--- config.mk ---
export PLATFORM = sky130hd
export DESIGN_NAME = pyrm_imem_arbiter
export DESIGN_NICKNAME = d
export VERILOG_FILES = /design/src/rtl/pyrm_imem_arbiter.sv
export SDC_FILE = /design/constraint.sdc
export NUM_CORES = 1
export LEC_CHECK = 0
export CAP_MARGIN = 5
export CORE_AREA = 2 2 118 120
export DETAILED_ROUTE_END_ITERATION = 7
export DIE_AREA = 0 0 120 122
export HOLD_SLACK_MARGIN = 0.1
export PLACE_DENSITY = 0.57
export SETUP_SLACK_MARGIN = 0.5
export SLEW_MARGIN = 20
export SYNTH_ARGS = -nofsm -noshare
export SYNTH_HDL_FRONTEND = slang
export SYNTH_SLANG_ARGS = --single-unit
--- constraint.sdc ---
create_clock -name clk -period 2.1 [get_ports clk]
set_clock_uncertainty 0.05 [all_clocks]
set_input_delay 0.21 -clock clk [delete_from_list [all_inputs] [get_ports clk]]
set_output_delay 0.21 -clock clk [all_outputs]
set_load 0.005 [all_outputs]
--- src/rtl/pyrm_imem_arbiter.sv ---
// Two-requester instruction-memory arbiter with alternating priority, bounded outstanding
// requests, and in-order response routing through a small tag FIFO.
module pyrm_imem_arbiter #(
  parameter int ADDR_W  = 64,
  parameter int DATA_W  = 32,
  parameter int MAX_OUT = 2
) (
  input  logic              clk,
  input  logic              reset_pyri,
  input  logic [ADDR_W-1:0] req0_addr_pyri,
  input  logic              req0_valid_pyri,
  output logic              req0_retry_pyro,
  input  logic [ADDR_W-1:0] req1_addr_pyri,
  input  logic              req1_valid_pyri,
  output logic              req1_retry_pyro,
  output logic [ADDR_W-1:0] mem_addr_pyro,
  output logic              mem_valid_pyro,
  input  logic              mem_retry_pyri,
  input  logic [DATA_W-1:0] mem_rsp_data_pyri,
  input  logic              mem_rsp_valid_pyri,
  output logic              mem_rsp_retry_pyro,
  output logic [DATA_W-1:0] rsp0_data_pyro,
  output logic [DATA_W-1:0] rsp1_data_pyro,
  output logic              rsp0_valid_pyro,
  output logic              rsp1_valid_pyro,
  input  logic              rsp0_retry_pyri,
  input  logic              rsp1_retry_pyri,
  output logic              err_pyro
);

  localparam int CNT_W = $clog2(MAX_OUT + 1);
  localparam int PTR_W = $clog2(MAX_OUT);
  localparam logic [CNT_W-1:0] FULL_CNT = CNT_W'(MAX_OUT);
  localparam logic [PTR_W-1:0] LAST_PTR = PTR_W'(MAX_OUT - 1);

  logic [CNT_W-1:0] r_count;
  logic [PTR_W-1:0] r_wptr;
  logic [PTR_W-1:0] r_rptr;
  logic             r_tag [MAX_OUT];
  logic             r_prio;
  logic             r_err;

  logic w_full;
  logic w_gnt;
  logic w_gnt_idx;
  logic w_push;
  logic w_busy;
  logic w_head;
  logic w_pop;
  logic w_drop;

  function automatic logic [PTR_W-1:0] ptr_inc(input logic [PTR_W-1:0] p);
    if (p == LAST_PTR) ptr_inc = '0;
    else               ptr_inc = p + 1'b1;
  endfunction

  // Request side: full is judged on registered count only, so a pop never unblocks a grant early.
  always_comb begin
    w_full    = (r_count == FULL_CNT);
    w_gnt     = !w_full && (req0_valid_pyri || req1_valid_pyri);
    w_gnt_idx = (req0_valid_pyri && req1_valid_pyri) ? r_prio : req1_valid_pyri;
    w_push    = w_gnt && !mem_retry_pyri;
  end

  assign mem_valid_pyro  = w_gnt;
  assign mem_addr_pyro   = !w_gnt     ? '0 :
                           w_gnt_idx  ? req1_addr_pyri : req0_addr_pyri;
  assign req0_retry_pyro = !(w_gnt && !w_gnt_idx && !mem_retry_pyri);
  assign req1_retry_pyro = !(w_gnt &&  w_gnt_idx && !mem_retry_pyri);

  // Response side: the FIFO head tag steers the response; with nothing outstanding it is dropped.
  always_comb begin
    w_busy = (r_count != '0);
    w_head = r_tag[r_rptr];
    w_pop  = w_busy && mem_rsp_valid_pyri && !mem_rsp_retry_pyro;
    w_drop = !w_busy && mem_rsp_valid_pyri;
  end

  assign rsp0_data_pyro     = mem_rsp_data_pyri;
  assign rsp1_data_pyro     = mem_rsp_data_pyri;
  assign rsp0_valid_pyro    = w_busy && !w_head && mem_rsp_valid_pyri;
  assign rsp1_valid_pyro    = w_busy &&  w_head && mem_rsp_valid_pyri;
  assign mem_rsp_retry_pyro = w_busy && (w_head ? rsp1_retry_pyri : rsp0_retry_pyri);
  assign err_pyro           = r_err;

  always_ff @(posedge clk or negedge reset_pyri) begin
    if (!reset_pyri) begin
      r_count <= '0;
      r_wptr  <= '0;
      r_rptr  <= '0;
      r_prio  <= 1'b0;
      r_err   <= 1'b0;
      for (int i = 0; i < MAX_OUT; i++) r_tag[i] <= 1'b0;
    end else begin
      if (w_push) begin
        r_tag[r_wptr] <= w_gnt_idx;
        r_wptr        <= ptr_inc(r_wptr);
        r_prio        <= !w_gnt_idx;
      end
      if (w_pop) r_rptr <= ptr_inc(r_rptr);
      case ({w_push, w_pop})
        2'b10:   r_count <= r_count + 1'b1;
        2'b01:   r_count <= r_count - 1'b1;
        default: r_count <= r_count;
      endcase
      if (w_drop) r_err <= 1'b1;
    end
  end

endmodule

==> impl_metrics.toml, run 1 <==
[sta]
period_needed_ns = 2.01
finalSetupViolCount = 0
post-route-period-util = 0.957
slew_violations = 0
tightest_slew_ns = 0.377
max_freq_mhz = 498
rsz0062_at_grt = "yes"
max-slew-margin-rel = 0.748
hold_viol = 0

[setup_path]
critPathMaxStageDelay_ns = 0.40
crit_path_end_kind = "output pin"
path_cells = "nor2b_4 > a211oi_4 > buf_6 > buf_12 > buf_4 > buf_4 > a22o_1 > buf_2"
cp.required_ns = 1.84
path_class = "flop to output pin"
cp_max_fo = 9
crit_family = "buffers and inverters"
crit_buf_inv = 5
worst-path-stages = 8
critPathSlowestCell = "dfrtp_1"
reg2regPathDepth = 9
cp.arrival_ns = 1.75
start_kind = "flop"
crit_top_cell = "buf_4"

[clock_tree]
clk_pin_slew_ns = 0.04
htree_num_levels = 1
cts_tree = "yes"
cts_hold_buf = 0
root_buffer = "clkbuf_16"
cts.sinks = 8
numCtsBuffers = 3
clockBufferDepth = 2
clock_latency_ns = 0.23

[yosys]
synth_xor_area_frac = 0.0269
synth-seq-cells = 8
yosysWarnings = 0
ys_seq_area_frac = 0.123
syn_area_um2 = 1630
muxShareOfSynthArea = 0.0123
synth_simple_gate_area_frac = 0.0576
synth_fa_ha_area_frac = 0.00769
syn-num-nets = 352
synth_area_per_cell_um2 = 8.90
synth_compound_gate_area_share = 0.378
ys_types = 25
synth_top_family_by_area = "buffers and inverters"
synth_cells = 183

[drt]
wl_mm = 9.50
vias_per_cell = 3.95
routedWlPerCell_um = 17.1
initialDrtViolationCount = 28
drt_pass1_iterations = 6
drc = 0
antenna_left = 0
route.vias.total = 2189

[floorplan]
die_width_um = 120
rows = 43
dieArea_um2 = 14600
chipHeight_um = 122
initial_utilization = 0.121
io_pins = 303
core-area_um2 = 13500

[pwr]
peakVddDrop_mv = 0.562
p_leak_nw = 1.78
p_per_area_nw_per_um2 = 926

[outcome]
status = "finished, final reports clean"

[grt]
grt_use_total = 0.0962
grt_overflow = 0
grt_antenna_before_repair = 0
grt_max_degree = 35
grt_pass1_wl_mm = 11.2
grt_pass1_vias = 2014

[final_layout]
design_area_um2 = 3870
antenna_cells = 0
syn2layout_area_growth_pct = 138
nets = 545
drive_gt1_frac = 0.401
fin_util = 0.287

[hold_path]
hp-class = "primary input to asynchronous set/reset pin"

[placed_design]
portBuffers = 206
postPlaceCellArea_um2 = 3420
routabilityCongestion = 0.738
dp_hpwl_mm = 6.35

[job]
max_cap_violations = 0
[stage by stage]
step	instances	hold WS, ns	worst slack [ns]	power [W]	TNS [ns]
floorplan	183	-0.136	0.385	0.00144	0
global placement	499	0.370	-0.303	0.00254	-13.77
detailed placement	499	0.370	-0.327	0.00257	-14.55
CTS	520	0.224	-0.124	0.00290	-1.13
global route	554	0.251	0.0469	0.00380	0
finish	554	0.214	0.0908	0.00359	0
[cell families (layout without fill, tap and decap cells)]
logic type	after synthesis	after routing
adders and majority gates	1	1
DFF	8	8
AOI/OAI and AO/OA	70	70
and+or+nand+nor	17	17
muxes	2	2
buffers and inverters	80	271
xor gates and xnor gates	5	5
[cell type report]
| class | instances | area (µm²) |
|---|---|---|
| Clock buffer | 3 | 75.1 |
| Fill cell | 1410 | 9630 |
| Inverter | 2 | 7.51 |
| Multi-Input combinational cell | 95 | 881 |
| Sequential cell | 8 | 200 |
| Tap cell | 180 | 225 |
| Timing Repair Buffer | 266 | 2480 |
[repair_timing]
action | CTS | global route
endpoints found under the setup margin | 72 | 75
gates cloned | 1 | 8
buffers inserted | 17 | 26
pin swaps | 6 | 23
endpoints found under the hold margin | 0 | 0
gates resized for setup | 231 | 61
[worst paths after layout]
check	slack, ns	startpoint	to
hold reg to reg	0.41	err_pyro	err_pyro
setup / recovery	0.09	r_count[0]	mem_addr_pyro[55]
min in group clk	0.37	mem_rsp_data_pyri[25]	rsp0_data_pyro[25]
setup reg to reg	0.18	r_count[0]	r_count[1]
max in group asynchronous	1.52	reset_pyri	r_count[1]
hold / removal	0.21	reset_pyri	r_tag[1]
[state kept, by name, summed over array words and instances, names as in the netlist]
signal,count
err_pyro,1
r_prio,1
r_rptr,1
r_count,2
r_tag,2
r_wptr,1
[layer usage]
layer | part of all wire | track usage
met4 | 0.0063 | 0.0154
met2 | 0.50 | 0.188
met1 | 0.38 | 0.0940
met3 | 0.11 | 0.0435
met5 | 0 | 0
[where the power goes]
part | internal, W | switching (W) | leakage, nW
logic | 0.00184 | 0.00113 | 1.65
registers | 0.000227 | 0.0000679 | 0.0916
clock network | 0.000246 | 0.0000762 | 0.0370
[layout by cell type (no fill, tap or decap), types with 3 or more instances in the layout]
master / count
clkdlybuf4s50_1: 134
a22o_1: 64
buf_2: 56
buf_4: 27
buf_6: 17
clkbuf_2: 10
clkbuf_16: 9
dfrtp_1: 8
buf_12: 8
nor2_4: 3
dlygate4sd2_1: 3
[Yosys cell counts (all sizes together)]
master / count / area [µm²]
and3: 2 / 12.5
or3: 2 / 13.8
inv: 2 / 7.51
nor2b: 1 / 8.76
xnor2: 3 / 26.3
a211oi: 1 / 12.5
a22o: 64 / 561
mux2i: 2 / 20.0
nor3b: 1 / 7.51
nor2: 7 / 31.3
o31ai: 1 / 12.5
or2: 1 / 6.26
ha: 1 / 12.5
a21o: 1 / 7.51
buf: 78 / 634
xor2: 2 / 17.5
o22a: 1 / 8.76
dfrtp: 8 / 200
nand2: 2 / 7.51
nand2b: 1 / 6.26
o21ai: 2 / 13.8
No activity file was read; power rests on OpenSTA's default activity.
==> run 2: changes to the inputs <==
==> constraint.sdc (replaced) <==
create_clock -name clk -period 2.1 [get_ports clk]
set_clock_uncertainty 0.05 [all_clocks]
set_input_delay 0.315 -clock clk [delete_from_list [all_inputs] [get_ports clk]]
set_output_delay 0.315 -clock clk [all_outputs]
set_load 0.005 [all_outputs]
==> run 2 against run 1 <==
The flow now finishes with violations (negative setup slack). Combinational power is 6% higher. Critical path depth is 2 higher. Clock power about the same. Die area stayed put. Final area grew 2.4%. First-iteration DRC count up 86%. Critical endpoint is now mem_addr_pyro[42]. Wire length decreased by 4.3%. Worst setup slack got worse by 0.27 ns. Largest power group unchanged.
==> impl_metrics.toml, run 2 (same netlist as run 1, synthesis figures left out) <==
[outcome]
status = "finished, violations left"
failed_checks = "negative setup slack"

[floorplan]
dieArea_um2 = 14600
core-area_um2 = 13500
rows = 43
chipHeight_um = 122
io_pins = 303
die_width_um = 120
initial_utilization = 0.121

[grt]
grt_max_degree = 35
grt_overflow = 0
grt_pass1_vias = 2166
grt_use_total = 0.112
grt_pass1_wl_mm = 12.6
grt_antenna_before_repair = 0

[final_layout]
top_regs = "r_count (2), r_tag (2)"
antenna_cells = 0
drive_gt1_frac = 0.404
seqCellArea_um2 = 201
final_cell_mix = "clkdlybuf4s50_1, buf_2, a22o_1"
multi_input_area_um2 = 891
final_common_cell = "clkdlybuf4s50_1"
syn2layout_area_growth_pct = 144
nets = 540
fillers = 1416

[setup_path]
crit_path_end_kind = "output pin"
start_kind = "flop"
path_class = "flop to output pin"
cp.required_ns = 1.74
cp_max_fo = 4
cp.arrival_ns = 1.91

[sta]
max_freq_mhz = 439
rsz0062_at_grt = "yes"
post-route-period-util = 1.08
tightest_slew_ns = 0.384
max-slew-margin-rel = 0.743
slew_violations = 0
setup_tns_ns = -3.34
hold_viol = 0
worst_slack_ns = -0.177
period_needed_ns = 2.28
finalSetupViolCount = 51

[clock_tree]
numCtsBuffers = 3
cts_tree = "yes"
clk_pin_slew_ns = 0.04
clockBufferDepth = 2
root_buffer = "clkbuf_16"
htree_num_levels = 1
clock_latency_ns = 0.23
cts.sinks = 8

[drt]
routedWlPerCell_um = 16.6
wl_mm = 9.09
initialDrtViolationCount = 52
drt_pass1_iterations = 4
vias_per_cell = 3.88
route.vias.total = 2128
antenna_left = 0
drc = 0

[placed_design]
routabilityCongestion = 0.739
dp_hpwl_mm = 6.37
portBuffers = 206
dp_slack_ns = -0.556

[pwr]
p_leak_nw = 1.78
peakVddDrop_mv = 0.698
p_per_area_nw_per_um2 = 952

[job]
max_cap_violations = 0

[hold_path]
hp-class = "primary input to asynchronous set/reset pin"
run 2: final cells by class:
class / instances / share of cell area
multi-input combinational: 95 / 0.225
clock buffer: 3 / 0.0189
tap: 180 / 0.0568
timing repair buffer: 261 / 0.647
inverter: 2 / 0.00189
sequential: 8 / 0.0508
run 2: final timing paths:
kind,startpoint,to,slack [ns],cells after the start
min in group clk,err_pyro,err_pyro,0.40,1
hold / removal,reset_pyri,err_pyro,0.32,1
max in group asynchronous,reset_pyri,r_prio,1.38,1
hold reg to reg,err_pyro,err_pyro,0.40,1
setup reg to reg,r_rptr,r_count[1],0.13,9
setup / recovery,r_count[0],mem_addr_pyro[42],-0.18,10
run 2: stage by stage:
step                hold slack (ns)  area (µm²)  utilization  power [W]  cells
floorplan                   -0.0306        1650            -    0.00144    183
global placement              0.398        3430        0.254    0.00256    501
detailed placement            0.396        3430        0.254    0.00259    501
CTS                           0.325        3940        0.292    0.00373    544
global route                  0.359        3970        0.294    0.00402    549
finish                        0.321        3970        0.294    0.00378    549
run 2: report_power, final:
group          switching, W  leakage (nW)  internal, W  total, W
combinational       0.00114          1.65      0.00202   0.00316
sequential        0.0000675        0.0904     0.000229  0.000297
clock             0.0000766        0.0370     0.000246  0.000322
run 2: repair_timing:
action / 4_1_cts / 5_1_grt
buffers inserted: 32 / 5
hold buffers: 0 / 0
cloned: 8 / 0
pin swaps: 59 / 18
resized for setup: 300 / 21
endpoints found under the setup margin: 74 / 76
run 2: routing by layer:
metal	wire, µm	vias to the layer above	track usage
met3	1120	5	0.0506
li1	-	995	-
met4	46	0	0.0132
met5	0	-	0
met2	4670	151	0.212
met1	3250	977	0.116
run 2: critical path, cell delays in order (launching register included):
cell and delay (ns):
dfrtp_1 0.40, nor2b_4 0.15, a211oi_4 0.05, buf_12 0.13
buf_12 0.12, buf_12 0.12, buf_6 0.11, buf_12 0.12
buf_16 0.13, a22o_1 0.22, buf_2 0.12
==> run 3: changes to the inputs <==
--- a/config.mk
+++ b/config.mk
@@ -10,7 +10,7 @@
 export DETAILED_ROUTE_END_ITERATION = 7
 export DIE_AREA = 0 0 120 122
 export HOLD_SLACK_MARGIN = 0.1
-export PLACE_DENSITY = 0.57
+export PLACE_DENSITY = 0.53
 export SETUP_SLACK_MARGIN = 0.5
 export SLEW_MARGIN = 20
 export SYNTH_ARGS = -nofsm -noshare
==> run 3 against run 2 <==
The run still ends with negative setup slack left. Sequential share of layout area down 0.083 points. Final area up 1.7%. Power up 3.7%. Global-route usage up 0.26 points. Critical endpoint is now mem_addr_pyro[59]. Sequential cell count unchanged. Critical path type unchanged. Register-to-register slack worse by 0.03 ns. Cell count unchanged.
==> impl_metrics.toml, run 3 (same netlist as run 1, synthesis figures left out) <==
[grt]
grt_pass1_wl_mm = 12.7
grt_antenna_before_repair = 0
grt_pass1_vias = 2063
grt_use_total = 0.115
grt_overflow = 0
grt_max_degree = 23

[job]
max_cap_violations = 0

[sta]
worst_slack_ns = -0.0211
tightest_slew_ns = 0.385
setup_tns_ns = -0.0211
rsz0062_at_grt = "yes"
period_needed_ns = 2.12
slew_violations = 0
post-route-period-util = 1.01
max_freq_mhz = 471
max-slew-margin-rel = 0.742
holdWs_ns = 0.324
hold_viol = 0
finalSetupViolCount = 1

[final_layout]
syn2layout_area_growth_pct = 148
nets = 540
top_regs = "r_count (2), r_tag (2)"
final_common_cell = "clkdlybuf4s50_1"
final_cell_mix = "clkdlybuf4s50_1, buf_2, a22o_1"
drive_gt1_frac = 0.420
final-instance-count-excl-fill = 549
antenna_cells = 0
fillers = 1420

[drt]
antenna_left = 0
drc = 0
initialDrtViolationCount = 94
drt_pass1_iterations = 4
wl_mm = 9.67
vias_per_cell = 3.88
route.vias.total = 2132
routedWlPerCell_um = 17.6

[floorplan]
rows = 43
io_pins = 303
die_width_um = 120
chipHeight_um = 122
dieArea_um2 = 14600
core-area_um2 = 13500
initial_utilization = 0.121

[clock_tree]
clk_pin_slew_ns = 0.04
clock_latency_ns = 0.23
htree_num_levels = 1
cts_hold_buf = 0
numCtsBuffers = 3
cts_tree = "yes"
root_buffer = "clkbuf_16"
cts.sinks = 8
clockBufferDepth = 2

[setup_path]
r2r_setup_slack_ns = 0.10
path_class = "flop to output pin"
regToRegEndpoint = "r_count[1]"
rr_startpoint = "r_rptr"
start_kind = "flop"
reg2regPathDepth = 9
cp.arrival_ns = 1.76
cp.required_ns = 1.74
cp_max_fo = 8
crit_path_end_kind = "output pin"

[pwr]
p_comb_frac = 0.842
p_leak_nw = 1.80
p_per_area_nw_per_um2 = 971
clkPwrFrac = 0.082
swShare = 0.344
seqPwrFrac = 0.076
switching_power_w = 0.00135
p_int_w = 0.00257
peakVddDrop_mv = 0.751

[placed_design]
dp_cells = 502
dp_hpwl_mm = 6.44
portBuffers = 206
routabilityCongestion = 0.752
dp_slack_ns = -0.492

[hold_path]
hp-class = "primary input to asynchronous set/reset pin"

[outcome]
failed_checks = "negative setup slack"
status = "finished, violations left"
run 3: repair_timing:
| item | in CTS | in global routing |
|---|---|---|
| pin swaps | 58 | 20 |
| resized for setup | 303 | 30 |
| gates cloned | 11 | 1 |
| setup buffers | 22 | 10 |
| endpoints found under the setup margin | 74 | 77 |
run 3: final cells by class:
cell class              instances  area [µm²]  share of cell area
well taps                     180         225              0.0558
multi-input cells              95         918               0.228
repair buffers                261        2610               0.646
flip-flops and latches          8         201              0.0499
clock buffers                   3        75.1              0.0186
inverters                       2        7.51             0.00186
run 3: per-layer routing:
layer,vias up,global-route usage,share of wire
li1,991,-,-
met1,1005,0.147,0.42
met2,131,0.202,0.50
met3,5,0.0225,0.077
met4,0,0.0176,0.0037
met5,-,0,0
run 3: power by group through the flow:
stage	registers [W]	logic, W	clock network (W)
finish	0.000299	0.00330	0.000321
global route	0.000307	0.00351	0.000337
CTS	0.000297	0.00301	0.000325
detailed placement	0.000298	0.00234	0
global placement	0.000294	0.00234	0
floorplan	0.000294	0.00115	0
run 3: worst max-delay path by stage:
stage | start | to | slack [ns]
3_5_place_dp | req0_valid_pyri | mem_addr_pyro[32] | -0.49
5_1_grt | r_count[0] | mem_addr_pyro[59] | -0.07
3_3_place_gp | req0_valid_pyri | mem_addr_pyro[34] | -0.46
6_report | r_count[0] | mem_addr_pyro[59] | -0.02
2_1_floorplan | r_count[1] | r_count[1] | 0.39
4_1_cts | r_count[1] | mem_addr_pyro[49] | -0.03
run 3: per-stage QoR:
step | area [µm²] | util | total power, W
final | 4030 | 0.299 | 0.00392
after global placement | 3450 | 0.256 | 0.00263
after detailed placement | 3450 | 0.256 | 0.00264
after global routing | 4030 | 0.299 | 0.00416
after CTS | 3860 | 0.286 | 0.00363
after floorplan | 1650 | - | 0.00144
run 3: worst max-delay path, cell delays in order (launching register included):
cell	delay, ns
dfrtp_1	0.40
nor2b_4	0.19
a211oi_4	0.06
buf_6	0.14
buf_12	0.13
buf_16	0.12
buf_8	0.13
a22o_1	0.23
buf_2	0.13
